## config.mk

```make
export PLATFORM = sky130hd
export DESIGN_NAME = vga_timing_gen
export DESIGN_NICKNAME = d
export VERILOG_FILES = /design/src/rtl/vga_timing_gen.sv
export SDC_FILE = /design/constraint.sdc
export NUM_CORES = 1
export LEC_CHECK = 0
export BUFFER_PORTS_ARGS = -buffer_cell sky130_fd_sc_hd__buf_2
export CAP_MARGIN = 40
export CORE_UTILIZATION = 30
export DETAILED_ROUTE_END_ITERATION = 10
export PLACE_DENSITY = 0.54
export SYNTH_ARGS = -nofsm -noshare
export SYNTH_HDL_FRONTEND = slang
export SYNTH_SLANG_ARGS = --single-unit
```

## constraint.sdc

```tcl
create_clock -name pixel_clk -period 4.16 [get_ports pixel_clk]
set_input_delay 0.624 -clock pixel_clk [delete_from_list [all_inputs] [get_ports pixel_clk]]
set_output_delay 0.624 -clock pixel_clk [all_outputs]
set_load 0.02 [all_outputs]
```

## src/rtl/vga_timing_gen.sv

```systemverilog
// VGA-style raster timing generator: horizontal/vertical counters with registered
// sync, display-enable, coordinate and event-pulse outputs, all aligned to one cycle.
module vga_timing_gen #(
    parameter int   H_ACTIVE = 640,
    parameter int   H_FP     = 16,
    parameter int   H_SYNC   = 96,
    parameter int   H_BP     = 48,
    parameter int   V_ACTIVE = 480,
    parameter int   V_FP     = 10,
    parameter int   V_SYNC   = 2,
    parameter int   V_BP     = 33,
    parameter logic HS_POL   = 1'b0,
    parameter logic VS_POL   = 1'b0,
    parameter int   CW       = 11
) (
    input  logic          pixel_clk,
    input  logic          rst_n,
    input  logic          en,
    output logic          hs,
    output logic          vs,
    output logic          de,
    output logic          blank,
    output logic [CW-1:0] x,
    output logic [CW-1:0] y,
    output logic          line_start,
    output logic          frame_start,
    output logic          vblank_start,
    output logic [7:0]    frame_cnt
);

    localparam int H_TOTAL = H_ACTIVE + H_FP + H_SYNC + H_BP;
    localparam int V_TOTAL = V_ACTIVE + V_FP + V_SYNC + V_BP;

    localparam logic [CW-1:0] ONE        = CW'(1);
    localparam logic [CW-1:0] H_LAST     = CW'(H_TOTAL - 1);
    localparam logic [CW-1:0] V_LAST     = CW'(V_TOTAL - 1);
    localparam logic [CW-1:0] H_ACT_END  = CW'(H_ACTIVE);
    localparam logic [CW-1:0] V_ACT_END  = CW'(V_ACTIVE);
    localparam logic [CW-1:0] H_SYNC_BEG = CW'(H_ACTIVE + H_FP);
    localparam logic [CW-1:0] H_SYNC_END = CW'(H_ACTIVE + H_FP + H_SYNC);
    localparam logic [CW-1:0] V_SYNC_BEG = CW'(V_ACTIVE + V_FP);
    localparam logic [CW-1:0] V_SYNC_END = CW'(V_ACTIVE + V_FP + V_SYNC);

    logic [CW-1:0] r_hcnt;
    logic [CW-1:0] r_vcnt;
    logic          r_hs;
    logic          r_vs;
    logic          r_de;
    logic [CW-1:0] r_x;
    logic [CW-1:0] r_y;
    logic          r_line_start;
    logic          r_frame_start;
    logic          r_vblank_start;
    logic [7:0]    r_frame_cnt;

    logic          w_h_last;
    logic          w_v_last;
    logic          w_de;
    logic          w_hs_on;
    logic          w_vs_on;
    logic [CW-1:0] w_hcnt_nxt;
    logic [CW-1:0] w_vcnt_nxt;

    // Decode the current raster position and compute the next counter values.
    always_comb begin
        w_h_last   = (r_hcnt == H_LAST);
        w_v_last   = (r_vcnt == V_LAST);
        w_de       = (r_hcnt < H_ACT_END) && (r_vcnt < V_ACT_END);
        w_hs_on    = (r_hcnt >= H_SYNC_BEG) && (r_hcnt < H_SYNC_END);
        w_vs_on    = (r_vcnt >= V_SYNC_BEG) && (r_vcnt < V_SYNC_END);
        w_hcnt_nxt = r_hcnt + ONE;
        w_vcnt_nxt = r_vcnt;
        if (w_h_last) begin
            w_hcnt_nxt = '0;
            if (w_v_last) begin
                w_vcnt_nxt = '0;
            end else begin
                w_vcnt_nxt = r_vcnt + ONE;
            end
        end else begin
            w_hcnt_nxt = r_hcnt + ONE;
        end
    end

    // Counters and output registers; with en low everything holds, pulses included.
    always_ff @(posedge pixel_clk or negedge rst_n) begin
        if (!rst_n) begin
            r_hcnt         <= '0;
            r_vcnt         <= '0;
            r_hs           <= ~HS_POL;
            r_vs           <= ~VS_POL;
            r_de           <= 1'b0;
            r_x            <= '0;
            r_y            <= '0;
            r_line_start   <= 1'b0;
            r_frame_start  <= 1'b0;
            r_vblank_start <= 1'b0;
            r_frame_cnt    <= 8'd0;
        end else if (en) begin
            r_hcnt         <= w_hcnt_nxt;
            r_vcnt         <= w_vcnt_nxt;
            r_hs           <= w_hs_on ? HS_POL : ~HS_POL;
            r_vs           <= w_vs_on ? VS_POL : ~VS_POL;
            r_de           <= w_de;
            r_x            <= w_de ? r_hcnt : '0;
            r_y            <= w_de ? r_vcnt : '0;
            r_line_start   <= (r_hcnt == '0);
            r_frame_start  <= (r_hcnt == '0) && (r_vcnt == '0);
            r_vblank_start <= (r_hcnt == '0) && (r_vcnt == V_ACT_END);
            if (w_h_last && w_v_last) begin
                r_frame_cnt <= r_frame_cnt + 8'd1;
            end
        end
    end

    assign hs           = r_hs;
    assign vs           = r_vs;
    assign de           = r_de;
    assign blank        = ~r_de;
    assign x            = r_x;
    assign y            = r_y;
    assign line_start   = r_line_start;
    assign frame_start  = r_frame_start;
    assign vblank_start = r_vblank_start;
    assign frame_cnt    = r_frame_cnt;

endmodule

```

# After elaboration in Yosys (flattened, before gate mapping)
# Index checks and enable logic that the tools add are counted.
# W data, S select, Z words.
# totals
regBits	58
inputBits	3
elab_cells	40
output_inout_bits	37
# op_classes
bitwise	1
addsub	3
n_eq_ne	3
reduce_logical	10
n_lt_le_gt_ge	6
n_mux	6
# ops
cell	n
$mux W11	4
$add A11 B1 Y11 const B	2
$eq A11 B10 Y1 const B	2
$logic_not A11 Y1	2
$lt A11 B10 Y1 const B	2
$lt A11 B9 Y1 const B	2
$eq A11 B9 Y1 const B	1
$ge A11 B10 Y1 const B	1
$ge A11 B9 Y1 const B	1
$add A8 B1 Y8 const B	1
$logic_and A1 B1 Y1	6
$reduce_and A2 Y1	2
$mux W1	2
$not A1 Y1	1

# Longest topological paths before layout
# depth
word_depth	3
mapped_depth	7

# Worst setup path before layout
# Ideal clock, no wire load.
# synth_path
path_kind	input -> register
startpoint	in en
endpoint	reg r_frame_cnt[1], in the netlist frame_cnt[1]
t_arrival_ps	1591
required_time_ps	4035
setup_ps	125
n_path_buf	2
stages	6
slack_ps	2444
cell_sequence	and3_1 -> buf_4 -> nand3_4 -> buf_6 -> nor2_1 -> mux2_2
# synth_via
elab_chain_len	1
# synth_rtl
element	line_no	text
from (decl)	18	input logic en,
$reduce_and A2 Y1 (no line)	n/a	
to (signal assigned)	111	r_frame_cnt <= r_frame_cnt + 8'd1;
to (decl)	54	logic [7:0] r_frame_cnt;
# No other way between the ends.
# A chain may end at the register's enable or synchronous reset.

# Final worst setup path
# layout_path
startpoint	reg r_hcnt[0]
endpoint	reg r_vcnt[3]
# layout_via
elab_chain_len	2
# layout_rtl
element	line_no	text
from (decl)	44	logic [CW-1:0] r_hcnt;
from (signal assigned)	100	r_hcnt <= w_hcnt_nxt;
$eq A11 B10 Y1	66	w_h_last = (r_hcnt == H_LAST);
$reduce_and A2 Y1 (no line)	n/a	
to (signal assigned)	101	r_vcnt <= w_vcnt_nxt;
to (decl)	45	logic [CW-1:0] r_vcnt;
# No other way between the ends.

==> results.py <==
metrics = {
    "status": {
        "status": "completed",
    },
    "synth": {
        "synth.top_cell.area_share_pct": 52.34,
        "async_flop_share_pct": 100.0,
        "synth_top_area_cell": "dfrtp_1",
        "synth-seq-cells": 58,
        "ys_warn_count": 0,
        "yosys-top-cells-count": "dfrtp_1 (56), a22o_1 (19), nand3_1 (13), nor2_1 (12), xor2_1 (12)",
        "synth.distinct_cells": 43,
        "synth_edf_count": 0,
        "synthFlopType": "dfrtp_1",
        "avgSynthCellArea_um2": 11.74,
        "ys_seq_area_share_pct": 54.30,
        "synth_compound_area_share_pct": 11.21,
        "synth-xor-area-share_pct": 6.542,
        "muxShareOfSynthArea_pct": 0.8411,
        "synth_area_um2": 2678,
        "synthMostInstantiatedCell": "dfrtp_1",
        "synthTopCellsByArea": "dfrtp_1 (52%), a22o_1 (6.2%), xor2_1 (3.9%), xnor2_1 (2.6%), nand3_1 (2.4%)",
        "syn_nets": 236,
        "synth_top_family_by_area": "simple AND/OR/NAND/NOR gates",
        "synth-adder-area-share_pct": 2.336,
        "syn_inst": 228,
        "synth_simple_gate_area_share_pct": 20.70,
    },
    "flow_run": {
        "cap_viol_max_count": 0,
    },
    "floorplanning": {
        "die_w_um": 96.48,
        "die_h_um": 96.48,
        "initial_utilization_pct": 30.85,
        "io_pins": 40,
        "coreArea_um2": 8678,
        "row_count": 34,
        "die_area_um2": 9307,
    },
    "detailed_routing": {
        "post_drt_wl_per_cell_um": 14.62,
        "first_pass_iters": 4,
        "postRouteAntennaNets": 0,
        "viasPerCell": 5.013,
        "vias": 1900,
        "drcViolationCount": 0,
        "drt-initial-drc-count": 140,
        "drt-total-wl_um": 5541,
    },
    "worst_setup_path": {
        "cp-end-kind": "flop",
        "cp-start-kind": "flop",
        "rr_startpoint": "r_hcnt[0]$_DFFE_PN0P_",
        "worstSetupPathType": "flop to flop",
        "worstPathRequired_ns": 4.39,
        "path_max_fanout": 16,
        "cp.arrival_ns": 2.27,
        "crit_start": "r_hcnt[0]$_DFFE_PN0P_",
    },
    "clock_network": {
        "cts_buffers": 9,
        "htree_levels": 3,
        "cts_tree": "yes",
        "ctsHoldBuffers": 0,
        "clk_pin_slew_ns": 0.07,
        "cts_sinks": 58,
        "cts.path.max_buffers": 2,
        "post_cts_resized": 0,
        "cts-root-buf": "clkbuf_8",
        "clk_latency_ns": 0.34,
        "post_cts_buffers": 0,
    },
    "place": {
        "gp_congestion": 0.7672,
        "port_buffers": 39,
        "dp.cells": 363,
        "hpwlAfterDp_um": 3826,
    },
    "pwr": {
        "p_leak_nw": 1.615,
        "cellPowerDensity_nw_per_um2": 465.7,
        "power.total_mw": 1.488,
        "ir_worst_vdd_mv": 0.1984,
    },
    "sta": {
        "fmax_mhz": 489.8,
        "fin_crit_sh_pct": 49.08,
        "slew_viol_final": 0,
        "worst_slew_pin_slew_ns": 0.8008,
        "finalHoldViolCount": 0,
        "slew_headroom_pct": 46.56,
        "setup_viol": 0,
        "rsz0062_at_grt": "false",
        "skew_ns": 0.007952,
        "period_minus_slack_ns": 2.042,
        "tns_ns": 0,
    },
    "hold_path": {
        "hp-class": "primary input to asynchronous set/reset pin",
    },
    "global_routing": {
        "grt_pass1_wl_um": 9439,
        "grt_util_met3_pct": 4.225,
        "grtUsageMet1_pct": 19.65,
        "antenna_found_initial": 0,
        "grt_remaining_overflow": 0,
        "met2_usage_pct": 18.43,
        "grt_max_degree": 37,
        "grt_usage_pct": 13.84,
        "grt_pass1_vias": 1824,
        "gr-max-usage-layer": "met1",
    },
    "final_layout": {
        "drive_above_1_share_pct": 27.31,
        "area_growth_pct": 19.35,
        "layout.nets": 274,
        "final_cells": 379,
        "insertedDiodeCount": 0,
    },
}
sequential cells by signal (all words and copies together) (netlist names), 8 cells and up:
signal / count
y: 11
frame_cnt: 8
x: 11
r_hcnt: 11
r_vcnt: 11
worst max-delay path, cell delays in order, from the launching register on:
cell and delay, ns:
dfrtp_1 0.41, ha_1 0.25, and4bb_1 0.31, and3_1 0.53, o21ai_0 0.17, a22o_1 0.26
final timing paths:
check	endpoint	slack, ns	depth (start not counted)
setup / recovery	r_vcnt[3]$_DFFE_PN0P_	2.12	5
min in group pixel_clk	frame_cnt[7]$_DFFE_PN0P_	0.47	1
hold / removal	r_vcnt[4]$_DFFE_PN0P_	0.37	1
max in group asynchronous	vs$_DFFE_PN1P_	2.95	2
setup reg to reg	r_vcnt[3]$_DFFE_PN0P_	2.12	5
hold reg to reg	frame_cnt[7]$_DFFE_PN0P_	0.47	1
area by class of cell:
cell class                 count  area [um^2]
timing repair buffer          41        210.2
tap                          108        135.1
sequential                    58         1454
clock inverter                 5        100.1
clock buffer                  11        151.4
multi-input combinational    148         1115
inverter                       8        30.03
fill                         881         5483
cells in the final DEF, fill, tap and decap left out, types with 3 or more instances in the layout:
cell type  Yosys  final
dfrtp_1       56     56
buf_2          5     39
a22o_1        19     19
nand3_1       13     13
nor2_1        12     12
xor2_1        12     12
nand2_1       11     11
clkbuf_8       0     11
o21ai_0        9      9
inv_1          8      8
xnor2_1        8      8
nor3_1         8      8
and3_1         7      7
nand4_1        7      7
nor2b_1        5      5
ha_1           5      5
and4_1         3      3
a31oi_1        3      3
bufinv_16      0      3
per-stage QoR:
stage,setup slack [ns],utilization [%],hold WS [ns],cell area [um^2]
2_1_floorplan,2.444,-,0.3284,2678
3_3_place_gp,1.819,33.92,0.4559,2944
3_5_place_dp,1.767,33.92,0.4614,2944
4_1_cts,2.131,36.82,0.3877,3196
5_1_grt,1.943,36.82,0.4253,3196
6_report,2.118,36.82,0.3675,3196
report_power, final:
part           internal (mW)  leakage, nW  switching [mW]
combinational         0.0689        0.720           0.102
clock                  0.428        0.129           0.221
sequential             0.612        0.765          0.0552
cell families after synthesis:
kind of cell    Yosys count
xor+xnor                 20
flops                    58
buf+inv                  22
compound gates           38
fa+ha+maj                 5
mux                       2
simple gates             83
per-layer routing:
| layer | up-vias | part of all wire [%] |
|---|---|---|
| li1 | 900 | - |
| met4 | 0 | 2.5 |
| met3 | 11 | 4.6 |
| met1 | 946 | 51 |
| met5 | - | 0 |
| met2 | 43 | 42 |
(Power assumes the default switching activity.)
